==> src/rtl/shake_arbiter_pkg.sv <==
`default_nettype none
// ============================================================================
// Module      : shake_arbiter_pkg
// Description : Shared definitions for the SHAKE core arbiter: FSM state
//               encoding and the default core data width.
// Revision    : 1.0 - initial release
// ============================================================================
package shake_arbiter_pkg;

    // Data word width of the keccak_top streaming interface.
    localparam int SHAKE_W = 32;

    // Arbiter session states.
    typedef enum logic [1:0] {
        ST_IDLE  = 2'd0,
        ST_GRANT = 2'd1,
        ST_FLUSH = 2'd2
    } arb_state_t;

endpackage
`default_nettype wire

==> src/rtl/shake_arbiter_rr_pick.sv <==
`default_nettype none
// ============================================================================
// Module      : rr_pick
// Description : Combinational round-robin selector. Searches req upward from
//               last+1 with wrap-around and returns the first set bit.
// Ports       : req      - request vector
//               last     - index of the previous winner
//               pick     - one-hot winner (zero when req is zero)
//               pick_idx - binary index of the winner
//               any      - high when at least one request is set
// Revision    : 1.0 - initial release
// ============================================================================
module rr_pick #(
    parameter int NUM_REQ = 2,
    parameter int IDX_W   = (NUM_REQ > 1) ? $clog2(NUM_REQ) : 1
) (
    input  logic [NUM_REQ-1:0] req,
    input  logic [IDX_W-1:0]   last,
    output logic [NUM_REQ-1:0] pick,
    output logic [IDX_W-1:0]   pick_idx,
    output logic               any
);

    logic             w_found;
    logic [IDX_W-1:0] w_pos;

    assign any = |req;

    // Offsets 1..NUM_REQ visit every client once, ending with last itself,
    // so the previous winner has the lowest priority.
    always_comb begin
        pick     = '0;
        pick_idx = '0;
        w_found  = 1'b0;
        w_pos    = '0;
        for (int k = 1; k <= NUM_REQ; k++) begin
            w_pos = IDX_W'((int'(last) + k) % NUM_REQ);
            if (!w_found && req[w_pos]) begin
                w_found       = 1'b1;
                pick          = '0;
                pick[w_pos]   = 1'b1;
                pick_idx      = w_pos;
            end
        end
    end

endmodule
`default_nettype wire

==> src/rtl/shake_arbiter.sv <==
`default_nettype none
// ============================================================================
// Module      : shake_arbiter
// Description : Shares one keccak_top SHAKE core between NUM_REQ hash
//               clients. A client holds the core for a whole session
//               (while its req is high); sessions are granted round-robin and
//               every session ends with a one-cycle force_done flush.
// Ports       : clk, rst                 - clock, async active-high reset
//               req / gnt                - session request / one-hot grant
//               din_*_req, dout_*_req    - per-client streaming handshakes
//               force_done_req           - per-client early terminate
//               *_shake                  - single core-side interface
//               busy                     - high in GRANT or FLUSH
// Revision    : 1.0 - initial release
// ============================================================================
module shake_arbiter
    import shake_arbiter_pkg::*;
#(
    parameter int NUM_REQ = 2,
    parameter int W       = SHAKE_W
) (
    input  logic                 clk,
    input  logic                 rst,
    input  logic [NUM_REQ-1:0]   req,
    output logic [NUM_REQ-1:0]   gnt,
    input  logic [NUM_REQ-1:0]   din_valid_req,
    input  logic [NUM_REQ*W-1:0] din_req,
    output logic [NUM_REQ-1:0]   din_ready_req,
    output logic [NUM_REQ-1:0]   dout_valid_req,
    input  logic [NUM_REQ-1:0]   dout_ready_req,
    output logic [W-1:0]         dout_req,
    input  logic [NUM_REQ-1:0]   force_done_req,
    output logic                 din_valid_shake,
    output logic [W-1:0]         din_shake,
    input  logic                 din_ready_shake,
    input  logic                 dout_valid_shake,
    input  logic [W-1:0]         dout_shake,
    output logic                 dout_ready_shake,
    output logic                 force_done_shake,
    output logic                 busy
);

    localparam int               IDX_W      = $clog2(NUM_REQ);
    localparam logic [IDX_W-1:0] C_LAST_RST = IDX_W'(NUM_REQ - 1);

    arb_state_t         r_state;
    arb_state_t         w_state_nxt;
    logic [NUM_REQ-1:0] r_gnt;
    logic [NUM_REQ-1:0] w_gnt_nxt;
    logic [IDX_W-1:0]   r_last;       // doubles as the granted index in GRANT
    logic [IDX_W-1:0]   w_last_nxt;

    logic [NUM_REQ-1:0] w_pick;
    logic [IDX_W-1:0]   w_pick_idx;
    logic               w_any;

    logic [W-1:0]       w_din_words [NUM_REQ];

    // Split the flat client data bus into words for the routing mux.
    generate
        for (genvar i = 0; i < NUM_REQ; i++) begin : g_unpack
            assign w_din_words[i] = din_req[i*W +: W];
        end
    endgenerate

    rr_pick #(
        .NUM_REQ (NUM_REQ),
        .IDX_W   (IDX_W)
    ) u_rr_pick (
        .req      (req),
        .last     (r_last),
        .pick     (w_pick),
        .pick_idx (w_pick_idx),
        .any      (w_any)
    );

    always_ff @(posedge clk or posedge rst) begin
        if (rst) begin
            r_state <= ST_IDLE;
            r_gnt   <= '0;
            r_last  <= C_LAST_RST;
        end else begin
            r_state <= w_state_nxt;
            r_gnt   <= w_gnt_nxt;
            r_last  <= w_last_nxt;
        end
    end

    // Next state plus routing. Outputs decode from the registered state so
    // an asynchronous reset silences every routed signal at once.
    always_comb begin
        w_state_nxt      = r_state;
        w_gnt_nxt        = r_gnt;
        w_last_nxt       = r_last;
        din_valid_shake  = 1'b0;
        din_shake        = '0;
        dout_ready_shake = 1'b0;
        force_done_shake = 1'b0;
        din_ready_req    = '0;
        dout_valid_req   = '0;

        case (r_state)
            ST_IDLE: begin
                if (w_any) begin
                    w_gnt_nxt   = w_pick;
                    w_last_nxt  = w_pick_idx;
                    w_state_nxt = ST_GRANT;
                end
            end
            ST_GRANT: begin
                din_valid_shake        = din_valid_req[r_last];
                din_shake              = w_din_words[r_last];
                dout_ready_shake       = dout_ready_req[r_last];
                force_done_shake       = force_done_req[r_last];
                din_ready_req[r_last]  = din_ready_shake;
                dout_valid_req[r_last] = dout_valid_shake;
                // Any handshake in flight when req drops is simply abandoned.
                if (!req[r_last]) begin
                    w_gnt_nxt   = '0;
                    w_state_nxt = ST_FLUSH;
                end
            end
            ST_FLUSH: begin
                force_done_shake = 1'b1;
                w_state_nxt      = ST_IDLE;
            end
            default: begin
                w_gnt_nxt   = '0;
                w_state_nxt = ST_IDLE;
            end
        endcase
    end

    assign gnt      = r_gnt;
    assign busy     = (r_state != ST_IDLE);
    assign dout_req = dout_shake;

endmodule
`default_nettype wire

==> config.mk <==
export PLATFORM = sky130hd
export DESIGN_NAME = shake_arbiter
export DESIGN_NICKNAME = d
export VERILOG_FILES = /design/src/rtl/shake_arbiter_pkg.sv /design/src/rtl/shake_arbiter_rr_pick.sv /design/src/rtl/shake_arbiter.sv
export SDC_FILE = /design/constraint.sdc
export NUM_CORES = 1
export LEC_CHECK = 0
export ABC_AREA = 1
export CAP_MARGIN = 20
export CORE_MARGIN = 2
export CORE_UTILIZATION = 23
export CTS_CLUSTER_DIAMETER = 120
export DETAILED_ROUTE_END_ITERATION = 6
export PLACE_DENSITY_LB_ADDON = 0.1
export SLEW_MARGIN = 20
export SYNTH_ARGS = -nofsm -noshare
export SYNTH_HDL_FRONTEND = slang
export SYNTH_SLANG_ARGS = --single-unit
==> constraint.sdc <==
create_clock -name clk -period 1.9 [get_ports clk]
set_clock_uncertainty 0.2 [all_clocks]
set_input_delay 0.38 -clock clk [delete_from_list [all_inputs] [get_ports clk]]
set_output_delay 0.38 -clock clk [all_outputs]
set_load 0.01 [all_outputs]
==> run summary <==
Num ports - 182
DR pass1 iterations - 4
R2R cell count - 9
Fill count - 541
CP required - 1320 ps
Vias in the first global route - 1405
Drt drc - 0
Setup_tns - -2230 ps
Ant. Diodes - 0
First-pass GRT wire length - 6.94 mm
Worst r2r dst - r_state[0]
Final WS setup - -105 ps
Kind of cell adding the most delay to the critical path - flip-flops
Drt initial violations - 66
Height of the die - 75.9 µm
Max_cap viols - 0
Clock root buffer - clkbuf_8
FP Rows - 26
Commonest register cell after synthesis - dfrtp_1
Drt total wl - 5.08 mm
Hold Vio Cnt, Final - 0
Minimum setup slack among reg-to-reg paths - 260 ps
P_leak - 1.15 nW
Initial Util - 23.5%
DIE AREA - 5750 µm²
Failing checks - setup timing
Max Buffers Root-to-Sink - 2
Sequential area share after synthesis - 10.6%
Worst Path Buf+Inv - 3
GR Overflow Total - 0
Insertion delay to the later sink of the worst-skew pair - 220 ps
Netlist Area Pre-Place - 1190 µm²
Num CTS Buffers - 3
Final worst path period share - 106%
Async SR Flop Fraction - 100%
Total track usage - 15.6%
Sequential Area - 126 µm²
Detail Route Antenna Nets - 0
Dpl cells - 358
CP cell instances - buf_12 -> buf_8 -> nor2_4 -> nor2_2 -> o21ai_1 -> a21boi_1 -> buf_2
Initial antenna violation count - 0
Vias - 1608
Worst setup SP type - flip-flop
Worst R2R Start - r_last
Share of cells above drive strength 1 - 35.5%
Fin Hold WS - 150 ps
Clk sink count - 5
Die W - 75.9 µm
Count of input and output buffers - 117
Syn nets - 312
CP endpoint kind - primary output
RSZ-0062 raised after global routing - yes
WP data arrival - 1420 ps
Via-to-Cell Ratio - 4.30
Layout area overhead - 105%
H-tree Lvls - 1
Worst-path clk slew - 30 ps
CTS tree - yes
Kind of critical path - reg -> out
Distinct cell type count after synthesis - 23
Final Max Slew Viols - 0
Wirelength per Cell - 13.6 µm
Nets@finish - 418
Slew @ Worst Pin - 247 ps
Core area - 5040 µm²
Post-CTS Hold Fix Bufs - 0
Max Clk Rate - 499 MHz
Largest net degree at the start of global routing - 17
Slew headroom - 83.5%
Endpoints failing setup - 39
Flops & latches, synth - 5
Crit path time final - 2000 ps
Outcome - finished with violations
CP max FO - 3
Biggest cell delay along the critical path - 550 ps
Critical-path top delay cell - dfstp_2
Dpl hpwl - 3.57 mm
Peak VDD IR - 0.000850 V
GPL Wtd Cong - 0.696
Synthesized area per cell - 5.97 µm²
Fin cells - 374
Class of the worst hold path - in -> async
Synth warn - 0
Post-synth EDFFs - 0
Mapped Cells - 199
Cell Pwr Density - 1330 nW/µm²
Footprint of the multi-input gates - 781 µm²
==> state kept, by name, indices dropped and copies added, names as in the netlist <==
name	cells
gnt	2
r_state	2
r_last	1
==> cell type report <==
type,count,share of cell area [%]
Sequential cell,5,5.18
Multi-Input combinational cell,138,32.0
Inverter,12,2.05
Timing Repair Buffer,145,55.3
Clock buffer,4,1.85
Tap cell,70,3.59
==> cells by family after synthesis <==
kind of cell / after synthesis / share of synthesized area (%)
AND/OR/NAND/NOR: 94 / 35.3
flip-flops: 5 / 10.6
adder cells (fa/ha/maj): 5 / 5.27
AO/OA/AOI/OAI: 39 / 16.9
buffers and inverters: 56 / 31.9
==> worst register-to-register path: cells and delay by family (launching register included) <==
family	cells	cell delay [ps]
AND/OR/NAND/NOR	5	340
buffers and inverters	4	420
flip-flops	1	550
==> metrics by stage <==
step / setup slack (ps) / area (µm²) / power (mW) / utilization (%)
2_1_floorplan: 133 / 1190 / 1.49 / -
3_3_place_gp: -381 / 2260 / 2.65 / 44.8
3_5_place_dp: -373 / 2260 / 2.65 / 44.8
4_1_cts: -130 / 2320 / 3.03 / 46.1
5_1_grt: -178 / 2440 / 3.55 / 48.3
6_report: -105 / 2440 / 3.25 / 48.3
==> layout by cell type (no fill, tap or decap) <==
cell             instances
o21ai_0                 22
nand2_4                  1
dlygate4sd2_1            1
ha_1                     3
clkbuf_16                2
nand3_4                  1
ha_4                     2
a21boi_1                 1
a21o_1                   1
buf_8                    3
clkdlybuf4s50_1         77
buf_6                    4
nor2_4                   2
dfstp_2                  1
nor3_2                   4
buf_16                   2
buf_12                   4
inv_2                    1
o21ai_1                  8
inv_4                    2
clkbuf_1                 1
o21ai_2                  5
nand3_2                  1
nand3_1                  3
nor2_1                  50
clkbuf_8                 3
a21oi_1                  2
nor2_2                  18
buf_4                   13
buf_2                   39
nand4_1                  2
nand2_1                 12
inv_1                    9
dfrtp_1                  4
==> worst max-delay path by stage <==
stage               depth (start not counted)  slack (ps)          endpoint               from
finish                                      7        -100  force_done_shake             r_last
global placement                            6        -380  force_done_shake  force_done_req[0]
detailed placement                          6        -370  force_done_shake  force_done_req[0]
CTS                                         7        -130  force_done_shake             r_last
global route                                6        -180      din_shake[8]             r_last
floorplan                                   7         130  force_done_shake         r_state[1]
==> synth_stat cells (all sizes together) (2+ instances only) <==
| cell type | instances | area [µm²] |
|---|---|---|
| nand3 | 5 | 42.5 |
| clkbuf | 2 | 10.0 |
| a21oi | 2 | 10.0 |
| ha | 5 | 62.6 |
| nand2 | 13 | 56.3 |
| o21ai | 35 | 175 |
| inv | 12 | 45.0 |
| nor2 | 70 | 288 |
| nand4 | 2 | 12.5 |
| dfrtp | 4 | 100 |
| buf | 42 | 324 |
| nor3 | 4 | 20.0 |
==> where the power goes <==
part	total (mW)	internal (mW)	switching, mW
Clock	0.195	0.144	0.0515
Combinational	2.86	1.46	1.40
Sequential	0.192	0.160	0.0314
Total	3.25	1.76	1.49
==> per-layer routing <==
layer	vias to the layer above	track usage [%]	share of wire (%)
li1	807	-	-
met1	721	18.4	38
met2	76	28.0	50
met3	4	4.23	11
met4	0	3.31	0.53
met5	-	0	0
==> what timing repair did <==
action	4_1_cts	5_1_grt
setup endpoints to repair	40	40
hold endpoints to repair	0	0
setup buffers	6	2
pin swaps	8	8
cloned	2	2
gates resized for setup	192	14
Power figures use the tool's default switching activity.
